$ cat src/rtl/iomem_pkg.sv
// Shared definitions for the iomem slave multiplexer: FSM states, page field
// position, default error read data and the slave-index width helper.
package iomem_pkg;

  typedef enum logic [1:0] {
    IDLE = 2'd0,
    BUSY = 2'd1,
    RESP = 2'd2
  } state_e;

  localparam int IOMEM_PAGE_MSB = 31;
  localparam int IOMEM_PAGE_LSB = 24;

  localparam logic [31:0] ERR_RDATA_DEFAULT = 32'hDEAD_BEEF;

  // Minimum of one bit so a single-slave build still has a legal index.
  function automatic int idx_width(input int n);
    int w;
    w = 1;
    while ((32'sd1 <<< w) < n) begin
      w = w + 1;
    end
    return w;
  endfunction

endpackage

$ cat src/rtl/iomem_slave_mux_if.sv
// picosoc iomem bus as seen between the CPU (master) and the slave mux (slave).
interface iomem_slave_mux_if;
  logic        iomem_valid;
  logic        iomem_ready;
  logic [3:0]  iomem_wstrb;
  logic [31:0] iomem_addr;
  logic [31:0] iomem_wdata;
  logic [31:0] iomem_rdata;

  modport master (
    output iomem_valid, iomem_wstrb, iomem_addr, iomem_wdata,
    input  iomem_ready, iomem_rdata
  );

  modport slave (
    input  iomem_valid, iomem_wstrb, iomem_addr, iomem_wdata,
    output iomem_ready, iomem_rdata
  );
endinterface

$ cat src/rtl/iomem_page_decode.sv
// Combinational page decode: address page -> slave hit and slave index.
// Pages below BASE_PAGE wrap to large offsets and therefore miss.
module iomem_page_decode #(
  parameter int         NUM_SLAVES = 4,
  parameter logic [7:0] BASE_PAGE  = 8'h03,
  parameter int         IDX_W      = 2
) (
  input  logic [7:0]       i_page,
  output logic             o_hit,
  output logic [IDX_W-1:0] o_idx
);

  localparam logic [7:0] NS8 = 8'(NUM_SLAVES);

  logic [7:0] w_off;

  // Offset from the base page, compared unsigned against the slave count.
  always_comb begin
    w_off = i_page - BASE_PAGE;
    o_hit = (w_off < NS8);
    o_idx = w_off[IDX_W-1:0];
  end

endmodule

$ cat src/rtl/iomem_slave_mux.sv
// Shares the picosoc iomem bus among NUM_SLAVES peripherals, one transaction at a time.
// Optional slave-hang abort is enabled by defining IOMEM_TIMEOUT_EN.
module iomem_slave_mux
  import iomem_pkg::*;
#(
  parameter int          NUM_SLAVES     = 4,
  parameter logic [7:0]  BASE_PAGE      = 8'h03,
  parameter int          TIMEOUT_CYCLES = 255,
  parameter logic [31:0] ERR_RDATA      = ERR_RDATA_DEFAULT
) (
  input  logic                     clk,
  input  logic                     reset,
  iomem_slave_mux_if.slave         cpu,
  output logic [NUM_SLAVES-1:0]    s_valid,
  input  logic [NUM_SLAVES-1:0]    s_ready,
  output logic [3:0]               s_wstrb,
  output logic [31:0]              s_addr,
  output logic [31:0]              s_wdata,
  input  logic [NUM_SLAVES*32-1:0] s_rdata,
  output logic                     err_unmapped,
  output logic                     err_timeout,
  output logic [31:0]              err_addr,
  input  logic                     err_clear
);

  localparam int IDX_W = idx_width(NUM_SLAVES);
  localparam logic [NUM_SLAVES-1:0] ONE_HOT0 = NUM_SLAVES'(1);

  state_e                r_state;
  logic [IDX_W-1:0]      r_idx;
  logic [NUM_SLAVES-1:0] r_s_valid;
  logic [3:0]            r_wstrb;
  logic [31:0]           r_addr;
  logic [31:0]           r_wdata;
  logic                  r_ready;
  logic [31:0]           r_rdata;
  logic                  r_err_unm;
  logic                  r_err_to;
  logic [31:0]           r_err_addr;

  logic                  w_hit;
  logic [IDX_W-1:0]      w_idx;
  logic                  w_sel_ready;
  logic [31:0]           w_sel_rdata;
  logic                  w_miss_set;
  logic                  w_to_set;

  iomem_page_decode #(
    .NUM_SLAVES (NUM_SLAVES),
    .BASE_PAGE  (BASE_PAGE),
    .IDX_W      (IDX_W)
  ) u_decode (
    .i_page (cpu.iomem_addr[IOMEM_PAGE_MSB:IOMEM_PAGE_LSB]),
    .o_hit  (w_hit),
    .o_idx  (w_idx)
  );

  // Only the latched slave's ready/rdata can complete the transaction.
  always_comb begin
    w_sel_ready = s_ready[r_idx];
    w_sel_rdata = s_rdata[{r_idx, 5'd0} +: 32];
    w_miss_set  = (r_state == IDLE) && cpu.iomem_valid && !w_hit;
  end

`ifdef IOMEM_TIMEOUT_EN
  localparam logic [15:0] TO_LIMIT = 16'(TIMEOUT_CYCLES);

  logic [15:0] r_cnt;
  logic        w_expired;

  // Expiry only counts when the slave has not answered in the same cycle.
  always_comb begin
    w_expired = (r_cnt == TO_LIMIT);
    w_to_set  = (r_state == BUSY) && cpu.iomem_valid && !w_sel_ready && w_expired;
  end

  // Cycle counter for the current BUSY phase, cleared on entry.
  always_ff @(posedge clk) begin
    if (reset) begin
      r_cnt <= 16'd0;
    end else if (r_state != BUSY) begin
      r_cnt <= 16'd0;
    end else if (!w_expired) begin
      r_cnt <= r_cnt + 16'd1;
    end else begin
      r_cnt <= r_cnt;
    end
  end
`else
  logic w_unused_cfg;

  always_comb begin
    w_to_set     = 1'b0;
    w_unused_cfg = ^{16'(TIMEOUT_CYCLES), ERR_RDATA};
  end
`endif

  // Transaction sequencer with registered bus outputs.
  always_ff @(posedge clk) begin
    if (reset) begin
      r_state   <= IDLE;
      r_idx     <= {IDX_W{1'b0}};
      r_s_valid <= {NUM_SLAVES{1'b0}};
      r_wstrb   <= 4'd0;
      r_addr    <= 32'd0;
      r_wdata   <= 32'd0;
      r_ready   <= 1'b0;
      r_rdata   <= 32'd0;
    end else begin
      case (r_state)
        IDLE: begin
          if (cpu.iomem_valid && w_hit) begin
            r_idx     <= w_idx;
            r_addr    <= cpu.iomem_addr;
            r_wdata   <= cpu.iomem_wdata;
            r_wstrb   <= cpu.iomem_wstrb;
            r_s_valid <= ONE_HOT0 << w_idx;
            r_state   <= BUSY;
          end else if (cpu.iomem_valid) begin
            r_ready   <= 1'b1;
            r_rdata   <= 32'd0;
            r_state   <= RESP;
          end else begin
            r_state   <= IDLE;
          end
        end
        BUSY: begin
          if (!cpu.iomem_valid) begin
            r_s_valid <= {NUM_SLAVES{1'b0}};
            r_state   <= IDLE;
          end else if (w_sel_ready) begin
            r_rdata   <= w_sel_rdata;
            r_ready   <= 1'b1;
            r_s_valid <= {NUM_SLAVES{1'b0}};
            r_state   <= RESP;
          end else if (w_to_set) begin
`ifdef IOMEM_TIMEOUT_EN
            r_rdata   <= ERR_RDATA;
`endif
            r_ready   <= 1'b1;
            r_s_valid <= {NUM_SLAVES{1'b0}};
            r_state   <= RESP;
          end else begin
            r_state   <= BUSY;
          end
        end
        RESP: begin
          r_ready <= 1'b0;
          r_state <= IDLE;
        end
        default: begin
          r_ready   <= 1'b0;
          r_s_valid <= {NUM_SLAVES{1'b0}};
          r_state   <= IDLE;
        end
      endcase
    end
  end

  // Sticky error flags; a new error beats a simultaneous clear.
  always_ff @(posedge clk) begin
    if (reset) begin
      r_err_unm  <= 1'b0;
      r_err_to   <= 1'b0;
      r_err_addr <= 32'd0;
    end else begin
      r_err_unm <= w_miss_set || (r_err_unm && !err_clear);
      r_err_to  <= w_to_set   || (r_err_to  && !err_clear);
      if (w_miss_set) begin
        r_err_addr <= cpu.iomem_addr;
      end else if (w_to_set) begin
        r_err_addr <= r_addr;
      end else begin
        r_err_addr <= r_err_addr;
      end
    end
  end

  assign cpu.iomem_ready = r_ready;
  assign cpu.iomem_rdata = r_rdata;
  assign s_valid         = r_s_valid;
  assign s_wstrb         = r_wstrb;
  assign s_addr          = r_addr;
  assign s_wdata         = r_wdata;
  assign err_unmapped    = r_err_unm;
  assign err_timeout     = r_err_to;
  assign err_addr        = r_err_addr;

endmodule

$ cat src/flat_wrapper.sv
// flat-port wrapper written by rule: the top's interface ports become plain ports
module iomem_slave_mux_flat import iomem_pkg::*;
#(
  parameter int          NUM_SLAVES     = 4,
  parameter logic [7:0]  BASE_PAGE      = 8'h03,
  parameter int          TIMEOUT_CYCLES = 255,
  parameter logic [31:0] ERR_RDATA      = ERR_RDATA_DEFAULT
)
  (clk, reset, s_valid, s_ready, s_wstrb, s_addr, s_wdata, s_rdata, err_unmapped, err_timeout, err_addr, err_clear, cpu_iomem_valid, cpu_iomem_wstrb, cpu_iomem_addr, cpu_iomem_wdata, cpu_iomem_ready, cpu_iomem_rdata);
  iomem_slave_mux_if cpu_i ();
  input  logic clk;
  input  logic reset;
  output logic [NUM_SLAVES-1:0] s_valid;
  input  logic [NUM_SLAVES-1:0] s_ready;
  output logic [3:0] s_wstrb;
  output logic [31:0] s_addr;
  output logic [31:0] s_wdata;
  input  logic [NUM_SLAVES*32-1:0] s_rdata;
  output logic err_unmapped;
  output logic err_timeout;
  output logic [31:0] err_addr;
  input  logic err_clear;
  input wire logic [$bits(cpu_i.iomem_valid)-1:0] cpu_iomem_valid;
  input wire logic [$bits(cpu_i.iomem_wstrb)-1:0] cpu_iomem_wstrb;
  input wire logic [$bits(cpu_i.iomem_addr)-1:0] cpu_iomem_addr;
  input wire logic [$bits(cpu_i.iomem_wdata)-1:0] cpu_iomem_wdata;
  output wire logic [$bits(cpu_i.iomem_ready)-1:0] cpu_iomem_ready;
  output wire logic [$bits(cpu_i.iomem_rdata)-1:0] cpu_iomem_rdata;
  assign cpu_i.iomem_valid = cpu_iomem_valid;
  assign cpu_i.iomem_wstrb = cpu_iomem_wstrb;
  assign cpu_i.iomem_addr = cpu_iomem_addr;
  assign cpu_i.iomem_wdata = cpu_iomem_wdata;
  assign cpu_iomem_ready = cpu_i.iomem_ready;
  assign cpu_iomem_rdata = cpu_i.iomem_rdata;
  iomem_slave_mux #(.NUM_SLAVES(NUM_SLAVES), .BASE_PAGE(BASE_PAGE), .TIMEOUT_CYCLES(TIMEOUT_CYCLES), .ERR_RDATA(ERR_RDATA)) u_core (.clk(clk), .reset(reset), .cpu(cpu_i), .s_valid(s_valid), .s_ready(s_ready), .s_wstrb(s_wstrb), .s_addr(s_addr), .s_wdata(s_wdata), .s_rdata(s_rdata), .err_unmapped(err_unmapped), .err_timeout(err_timeout), .err_addr(err_addr), .err_clear(err_clear));
endmodule
$ cat config.mk
export PLATFORM = sky130hd
export DESIGN_NAME = iomem_slave_mux_flat
export DESIGN_NICKNAME = d
export VERILOG_FILES = /design/src/rtl/iomem_pkg.sv /design/src/rtl/iomem_slave_mux_if.sv /design/src/rtl/iomem_page_decode.sv /design/src/rtl/iomem_slave_mux.sv /design/src/flat_wrapper.sv
export SDC_FILE = /design/constraint.sdc
export NUM_CORES = 1
export LEC_CHECK = 0
export ABC_AREA = 1
export CAP_MARGIN = 0
export CORE_ASPECT_RATIO = 0.75
export CORE_MARGIN = 2
export CORE_UTILIZATION = 40
export DETAILED_ROUTE_END_ITERATION = 10
export PLACE_DENSITY = 0.77
export SYNTH_ARGS = -nofsm -noshare
export SYNTH_HDL_FRONTEND = slang
export SYNTH_SLANG_ARGS = --single-unit
$ cat constraint.sdc
create_clock -name clk -period 5.4 [get_ports clk]
set_input_delay 1.62 -clock clk [delete_from_list [all_inputs] [get_ports clk]]
set_output_delay 1.62 -clock clk [all_outputs]
set_load 0.05 [all_outputs]
-- Yosys cells after proc, flatten, opt, wreduce, memory -nomap -nowiden
Cells that the tools add are included.
- logic and storage cells: 60
- bits of input ports: 204
- bits in registers: 143
- output and inout bits: 139
- eq/ne operators: 8
- shift operators: 2
- bitwise logic cells: 1
- mux-type cells: 21
- reductions and logical operators: 14
- $lt $le $gt $ge: 2
- add/sub/neg operators: 1
- operators by type and width (kind ; number):
    32-bit two-way mux ; 4
    128-bit by 8-bit indexed part select with 32-bit output ; 1
    32-bit case mux with 2 select lines ; 1
    4-bit two-way mux ; 3
    4-bit case mux with 3 select lines ; 1
    8-bit by 3-bit less-than comparator with 1-bit output, second input constant ; 1
    2-bit two-way mux ; 4
    2-bit != test, second input constant ; 4
    8-bit by 2-bit subtractor with 8-bit output, second input constant ; 1
    1-bit logical AND ; 5
    1-bit two-way mux ; 5
    5-bit AND reduction ; 1
    2-bit case mux with 2 select lines ; 1
    4-bit AND reduction ; 1
    1-bit by 2-bit left shift with 4-bit output, first input constant ; 1
    2-bit by 3-bit less-than comparator with 1-bit output, second input constant ; 1
    3-bit by 2-bit != test with 1-bit output, second input constant ; 1
    3-bit AND reduction ; 1
    1-bit binary-select mux with 2-bit select ; 1
    2-bit by 1-bit == test with 1-bit output, second input constant ; 1
    2-bit == test, second input constant ; 1
    1-bit logical NOT ; 2
    2-bit logical NOT ; 1
    2-bit by 1-bit != test with 1-bit output, second input constant ; 1
    other kinds (5) ; 5

-- Longest topological paths before layout
Gate-level depths: netlist (run 1).
- depth in word-level cells: 5
- gate-level depth with buffers: 13
- mapped depth without buffers: 11

-- Modules after synthesis
A second synthesis (run 1) with hierarchy kept.
- cells, all modules: 1109
- area, all modules: 6902.9 um2
- modules (own cells, without submodules) (module ; seq. area each (um2) ; instances ; cells each ; area each (um2)):
    iomem_slave_mux ; 2862.7 ; 1 ; 1090 ; 6814.0
    iomem_page_decode ; 0.0 ; 1 ; 19 ; 88.8

-- Worst setup path before layout (run 1)
Ideal clock, no wire load.
- path kind: input to register
- start point: input cpu_iomem_addr[24]
- end point: register u_core.r_rdata[2], in the netlist u_core.cpu.iomem_rdata[2]
- setup time: 0.112 ns
- stages on the path: 12
- buffers on the path: 2
- arrival: 2.724 ns
- required time: 5.288 ns
- setup slack: 2.565 ns
- cell sequence: ha_1 > inv_1 > nand2_1 > nand2_1 > nor2_2 > nand2_2 > nand2_2 > and2_1 > buf_4 > buf_6 > nor2_1 > nor2_1
- cells in the longest elaborated chain, start to end: 5
- ends and longest elaborated chain (element ; line ; text):
    start, declared ; flat_wrapper.sv:25 ; input wire logic [$bits(cpu_i.iomem_addr)-1:0] cpu_iomem_addr;
    8-bit by 2-bit subtractor with 8-bit output ; iomem_page_decode.sv:19 ; w_off = i_page - BASE_PAGE;
    8-bit by 3-bit less-than comparator with 1-bit output ; iomem_page_decode.sv:20 ; o_hit = (w_off < NS8);
    1-bit logical AND ; iomem_slave_mux.sv:112 ; if (cpu.iomem_valid && w_hit) begin
    2-bit != test (no line) ; - ;
    5-bit AND reduction (no line) ; - ;
    end signal, assigned ; iomem_slave_mux.sv:132 ; r_rdata <= w_sel_rdata;
    end, declared ; iomem_slave_mux.sv:36 ; logic [31:0] r_rdata;
No other way between the ends.
A chain may end at the register's enable or synchronous reset.

-- Worst setup path in the final report (run 1)
- start point: input cpu_iomem_addr[25]
- end point: register u_core.r_addr[8], in the netlist u_core.s_addr[8]
- cells in the longest elaborated chain, start to end: 4
- ends and longest elaborated chain (element ; line ; text):
    8-bit by 2-bit subtractor with 8-bit output ; iomem_page_decode.sv:19 ;
    8-bit by 3-bit less-than comparator with 1-bit output ; iomem_page_decode.sv:20 ;
    1-bit logical AND ; iomem_slave_mux.sv:112 ;
    2-bit AND reduction (no line) ; - ;
    end signal, assigned ; iomem_slave_mux.sv:114 ; r_addr <= cpu.iomem_addr;
    end, declared ; iomem_slave_mux.sv:33 ; logic [31:0] r_addr;
No other way between the ends.

==> flow_summary.json, run 1 <==
{
  "clk-insertion-delay-late_ns": 0.42,
  "detailroute.wirelength.met2_microns": 11000,
  "crit_top_cell": "nand2_1",
  "first_pass_grt_wire_length_microns": 37600,
  "die_x_microns": 155,
  "syn-cell-area_sq_mm": 0.00688,
  "critical_path.max_stage_delay_ns": 0.59,
  "effective_utilization_at_floorplan": 0.409,
  "power_density_mw_per_mm2": 264,
  "timing_hold_violations_final": 0,
  "syn_to_layout_area_delta_pct": 59.4,
  "finClkSkew_ns": 0.00900,
  "num_rows": 41,
  "cts.path.max_buffers": 2,
  "post-place-ws_ns": 1.21,
  "wl_microns": 24100,
  "drt_pass1_iterations": 6,
  "peakVddDrop_uv": 187,
  "buffer_ports.inserted": 342,
  "yosys_register_bits": 143,
  "syn-mean-instance-area_sq_um": 6.41,
  "final.setup.tns_ns": 0,
  "ctsHtreeMaxLevel": 4,
  "worst-endpoint-arrival_ns": 4.09,
  "grt_setup_unrepaired": "false",
  "final_nets": 1583,
  "setup_viol_count_final": 0,
  "worstHoldPathCells": 2,
  "drc_errors": 0,
  "tritoncts": "yes",
  "cts_setup_buffers": 0,
  "number_of_global_route_vias_before_repair": 7282,
  "timing.final.crit_period_ns": 3.78,
  "layout-drive-gt1-share": 0.0468,
  "timing.fmax_mhz": 265,
  "via_count": 7719,
  "cts.sinks": 143,
  "cts_hold_repair.buffers": 0,
  "crit_path_cell_trace": "clkdlybuf4s50_1 -> ha_1 -> nand2_1 -> nand2_1 -> nor2_2 -> nand2_2 -> inv_2 -> nand2_4 -> buf_4 -> nand2_1 -> nand2_1 -> nor2_1",
  "critPathRequiredTime_ns": 5.71,
  "synth.lib_cells_used.distinct": 22,
  "synthesis.nets": 1280,
  "grt_start_max_net_pins": 68,
  "worst_pin_slew_ns": 0.921,
  "setup.worst_path.end_class": "flip-flop",
  "max-slew-margin-rel": 0.385,
  "insertedDiodeCount": 0,
  "grt_use_total": 0.257,
  "highest_layer": "met4",
  "reg_clk_slew_reported_paths_ns": 0.06,
  "hp-class": "reg2reg",
  "drt.antenna.violating_nets": 0,
  "clk_root_buffer_cell": "clkbuf_16",
  "setup.worst_path.class": "in2reg",
  "die_area_sq_mm": 0.0183,
  "ctsResizeCount": 0,
  "fp.coreArea_sq_mm": 0.0168,
  "synth_seq_area_share": 0.416,
  "tritoncts.num_buffers": 17,
  "drt-met1-wl_microns": 10500,
  "chipHeight_microns": 118,
  "crit_path_top_delay_cell": "clkdlybuf4s50_1",
  "sum_of_net_half_perimeters_after_detailed_placement_microns": 17400,
  "drv.max_cap_violation_count": 0,
  "gp_congestion": 0.962,
  "worst-path-max-fanout": 62,
  "wire_per_inst_microns": 15.0,
  "p_leak_nw": 4.87,
  "initialDrtViolationCount": 408,
  "ys_warn_count": 0,
  "wl_met3_microns": 1820,
  "grt_antenna_before_repair": 0,
  "syn_inst": 1072,
  "grt_overflow_total": 0,
  "timing.final.ws_setup_ns": 1.62,
  "layout_worst_path_cycle_share": 0.700,
  "cp-start-kind": "primary input",
  "design.portCount": 343,
  "viasPerCell": 4.82,
  "outcome": "completed",
  "drv_slew": 0,
  "r2r_cells": 10
}
-- layout by cell type (no fill, tap or decap), types with 3 or more instances in the layout --
cell type,count
buf_4,14
clkinvlp_4,3
inv_1,74
clkdlybuf4s50_1,341
dfxtp_1,142
nand2_1,220
nand3b_1,32
bufinv_16,4
inv_2,7
o21ai_0,65
clkbuf_16,17
nor2_1,324
inv_6,5
a21oi_1,74
nand3_1,45
ha_1,4
-- registers in the layout (all words and copies together), names as in the netlist --
register,count
u_core.s_addr,32
u_core.s_valid,4
u_core.err_timeout,1
u_core.s_wstrb,4
u_core.cpu.iomem_rdata,32
u_core.err_unmapped,1
u_core.cpu.iomem_ready,1
u_core.r_idx,2
u_core.s_wdata,32
u_core.r_state,2
u_core.err_addr,32
-- cells in the mapped netlist --
library cell	count	area [sq um]
buf_6	6	67.6
nand3_2	1	10.0
ha_1	4	50.1
a21oi_1	74	370
nand4_2	1	12.5
nand2_1	220	826
nand3b_1	32	240
nand2_2	3	18.8
clkbuf_1	34	128
o21ai_0	65	325
buf_1	3	11.3
nor2_4	2	22.5
inv_2	8	30.0
nand3_1	45	225
nor2_1	324	1220
a21oi_2	1	8.76
and2_1	1	6.26
dfxtp_1	143	2860
nor2_2	1	6.26
buf_2	26	130
inv_1	74	278
buf_4	4	30.0
-- stage by stage --
step	area [sq um]	instances	util	hold slack [ns]	power [mW]
2_1_floorplan	6880	1072	-	0.591	1.39
3_3_place_gp	10300	1571	0.614	0.435	1.64
3_5_place_dp	10300	1571	0.614	0.443	1.65
4_1_cts	11000	1603	0.651	0.454	2.91
5_1_grt	11000	1603	0.651	0.476	3.00
6_report	11000	1603	0.651	0.449	2.90
-- layout make-up --
type	instances	area (sq um)
flip-flops and latches	143	2860
clock buffers	18	429
fillers	1496	5860
multi-input cells	774	3340
repair buffers	357	3540
inverters	82	309
clock inverters	14	204
well taps	215	269
-- per-layer routing --
| metal | track usage | up-vias |
|---|---|---|
| met2 | 0.413 | 279 |
| met3 | 0.0711 | 53 |
| li1 | - | 3913 |
| met5 | 0 | - |
| met1 | 0.326 | 3474 |
| met4 | 0.101 | 0 |
-- power breakdown --
part / internal (mW) / switching [mW] / total (mW)
clock network: 0.783 / 0.489 / 1.27
registers: 1.09 / 0.0193 / 1.11
logic: 0.239 / 0.276 / 0.515
total: 2.11 / 0.784 / 2.90
-- worst max-delay path: cells and delay by family --
family	cells	cell delay, ns
simple gates	8	1.15
fa+ha+maj	1	0.25
buf+inv	3	1.04
-- logic make-up after synthesis --
| kind of cell | Yosys count | share of synthesized area |
|---|---|---|
| AOI/OAI and AO/OA | 140 | 0.102 |
| adders and majority gates | 4 | 0.00728 |
| buffers and inverters | 155 | 0.0981 |
| DFF | 143 | 0.416 |
| and+or+nand+nor | 630 | 0.376 |
-- path summary, 6_finish.rpt --
kind | start | slack, ns | end
setup reg to reg | u_core.r_idx[0] | 2.20 | u_core.cpu.iomem_rdata[11]
setup / recovery | cpu_iomem_addr[25] | 1.62 | u_core.s_addr[8]
hold / removal | u_core.err_timeout | 0.45 | u_core.err_timeout
hold reg to reg | u_core.err_timeout | 0.45 | u_core.err_timeout
No activity file was read; power rests on OpenSTA's default activity.
==> run 2, diff against run 1 <==
==> constraint.sdc (replaced) <==
create_clock -name clk -period 3.65 [get_ports clk]
set_input_delay 1.095 -clock clk [delete_from_list [all_inputs] [get_ports clk]]
set_output_delay 1.095 -clock clk [all_outputs]
set_load 0.05 [all_outputs]
==> run 2 against run 1 <==
Effect of this change: total power increased by 47%; via count decreased by 0.26%; sequential share of layout area decreased by 0.14 points; die area unchanged.
==> flow_summary.json, run 2 (synthesis gave the netlist of run 1 again) <==
{
  "worst-path-max-fanout": 32,
  "layout.cells.most_common_list": "clkdlybuf4s50_1 (341), nor2_1 (324), nand2_1 (220)",
  "wl_microns": 23700,
  "cp-start-kind": "primary input",
  "drt_pass1_iterations": 5,
  "critPathRequiredTime_ns": 3.99,
  "cts.sinks": 143,
  "cp_num_buf_inv": 3,
  "cts_hold_repair.buffers": 0,
  "grt_start_max_net_pins": 45,
  "drt.antenna.violating_nets": 0,
  "fp.coreArea_sq_mm": 0.0168,
  "gp_congestion": 0.927,
  "drv_slew": 0,
  "reg_clk_slew_reported_paths_ns": 0.06,
  "first_pass_grt_wire_length_microns": 37700,
  "timing.critical_path.from": "cpu_iomem_addr[24]",
  "max-slew-margin-rel": 0.546,
  "timing_hold_violations_final": 0,
  "final_nets": 1588,
  "peakVddDrop_uv": 222,
  "syn_to_layout_area_delta_pct": 60.3,
  "design_power_total_mw": 4.26,
  "clk_root_buffer_cell": "clkbuf_16",
  "ctsHtreeMaxLevel": 4,
  "buffer_ports.inserted": 342,
  "power_density_mw_per_mm2": 387,
  "insertedDiodeCount": 0,
  "cts.path.max_buffers": 2,
  "finClkSkew_ns": 0.0198,
  "finish.instance_area_sq_mm": 0.0110,
  "regToRegStartpoint": "u_core.r_idx[0]",
  "setup.worst_path.end_class": "flip-flop",
  "grt_overflow_total": 0,
  "viasPerCell": 4.79,
  "critical_path.top_delay_family": "buffers and inverters",
  "r2r_cells": 8,
  "timing.final.crit_period_ns": 2.91,
  "cts_setup_buffers": 0,
  "critical_path_cell_count": 12,
  "outcome": "completed",
  "grt_use_total": 0.257,
  "wire_per_inst_microns": 14.7,
  "rr_endpoint": "u_core.cpu.iomem_rdata[19]",
  "drc_errors": 0,
  "layout-drive-gt1-share": 0.0503,
  "tritoncts.num_buffers": 17,
  "via_count": 7699,
  "grt_antenna_before_repair": 0,
  "crit_path_end": "u_core.cpu.iomem_rdata[19]",
  "num_rows": 41,
  "hp-class": "reg2reg",
  "chipHeight_microns": 118,
  "setup.worst_path.class": "in2reg",
  "tritoncts": "yes",
  "sum_of_net_half_perimeters_after_detailed_placement_microns": 17500,
  "initialDrtViolationCount": 474,
  "worst-endpoint-arrival_ns": 3.25,
  "crit_path_top_delay_cell": "clkdlybuf4s50_1",
  "worst_pin_slew_ns": 0.680,
  "timing.fmax_mhz": 343,
  "design.portCount": 343,
  "ctsResizeCount": 0,
  "effective_utilization_at_floorplan": 0.409,
  "place_area_sq_mm": 0.0104,
  "number_of_global_route_vias_before_repair": 7340,
  "crit_path_cell_trace": "clkdlybuf4s50_1 -> ha_1 -> inv_1 -> nand2_1 -> nand2_1 -> nor2_2 -> nand2_2 -> nand2_2 -> and2_1 -> buf_4 -> nor2_1 -> nor2_1",
  "worstHoldPathCells": 2,
  "final.setup.tns_ns": 0,
  "die_x_microns": 155,
  "layout_worst_path_cycle_share": 0.798,
  "p_leak_nw": 4.90,
  "grt_setup_unrepaired": "false",
  "die_area_sq_mm": 0.0183,
  "setup_viol_count_final": 0,
  "minimum_setup_slack_among_reg_to_reg_paths_ns": 1.36,
  "clk-insertion-delay-late_ns": 0.42,
  "drv.max_cap_violation_count": 0,
  "final_common_cell": "clkdlybuf4s50_1",
  "critical_path.max_stage_delay_ns": 0.60
}
## run 2: layout make-up
class | instances | area [sq um]
repair buffers | 362 | 3610
clock buffers | 17 | 425
well taps | 215 | 269
fillers | 1558 | 5810
inverters | 82 | 309
clock inverters | 14 | 204
flip-flops and latches | 143 | 2860
multi-input cells | 774 | 3340
## run 2: worst register-to-register path, stage by stage (launching register included)
cell and delay, ns:
dfxtp_2 0.74, inv_2 0.36, nand2_1 0.15, nand3_1 0.11, nand4_2 0.16, and2_1 0.18
buf_4 0.35, nor2_1 0.08, nor2_1 0.10
## run 2: how the worst min path moves through the flow
stage                             startpoint                      to  slack [ns]
after floorplan            u_core.r_state[1]  u_core.cpu.iomem_ready        0.59
after global placement     u_core.s_addr[29]       u_core.s_addr[29]        0.44
after detailed placement   u_core.s_addr[28]       u_core.s_addr[28]        0.44
after CTS                  u_core.s_addr[31]       u_core.s_addr[31]        0.45
after global routing      u_core.err_timeout      u_core.err_timeout        0.47
final                      u_core.s_addr[28]       u_core.s_addr[28]        0.45
## run 2: stage by stage
step            util  hold slack [ns]  setup slack (ns)  instances
4_1_cts        0.655            0.454             0.770       1607
2_1_floorplan      -            0.591              1.34       1072
5_1_grt        0.655            0.467             0.532       1607
3_3_place_gp   0.618            0.441             0.448       1576
3_5_place_dp   0.618            0.444             0.311       1576
6_report       0.655            0.450             0.738       1607
## run 2: metal layers
metal  global-route usage  part of all wire  wire (microns)  vias to the layer above
li1                     -                 -               -                     3926
met1                0.321              0.43           10200                     3425
met2                0.413              0.45           10800                      295
met3               0.0714             0.079            1870                       53
met4                0.117             0.038             892                        0
met5                    0                 0               0                        -
## run 2: where the power goes
part	internal, mW	switching [mW]
sequential	1.61	0.0298
clock	1.15	0.704
combinational	0.357	0.404
total	3.12	1.14
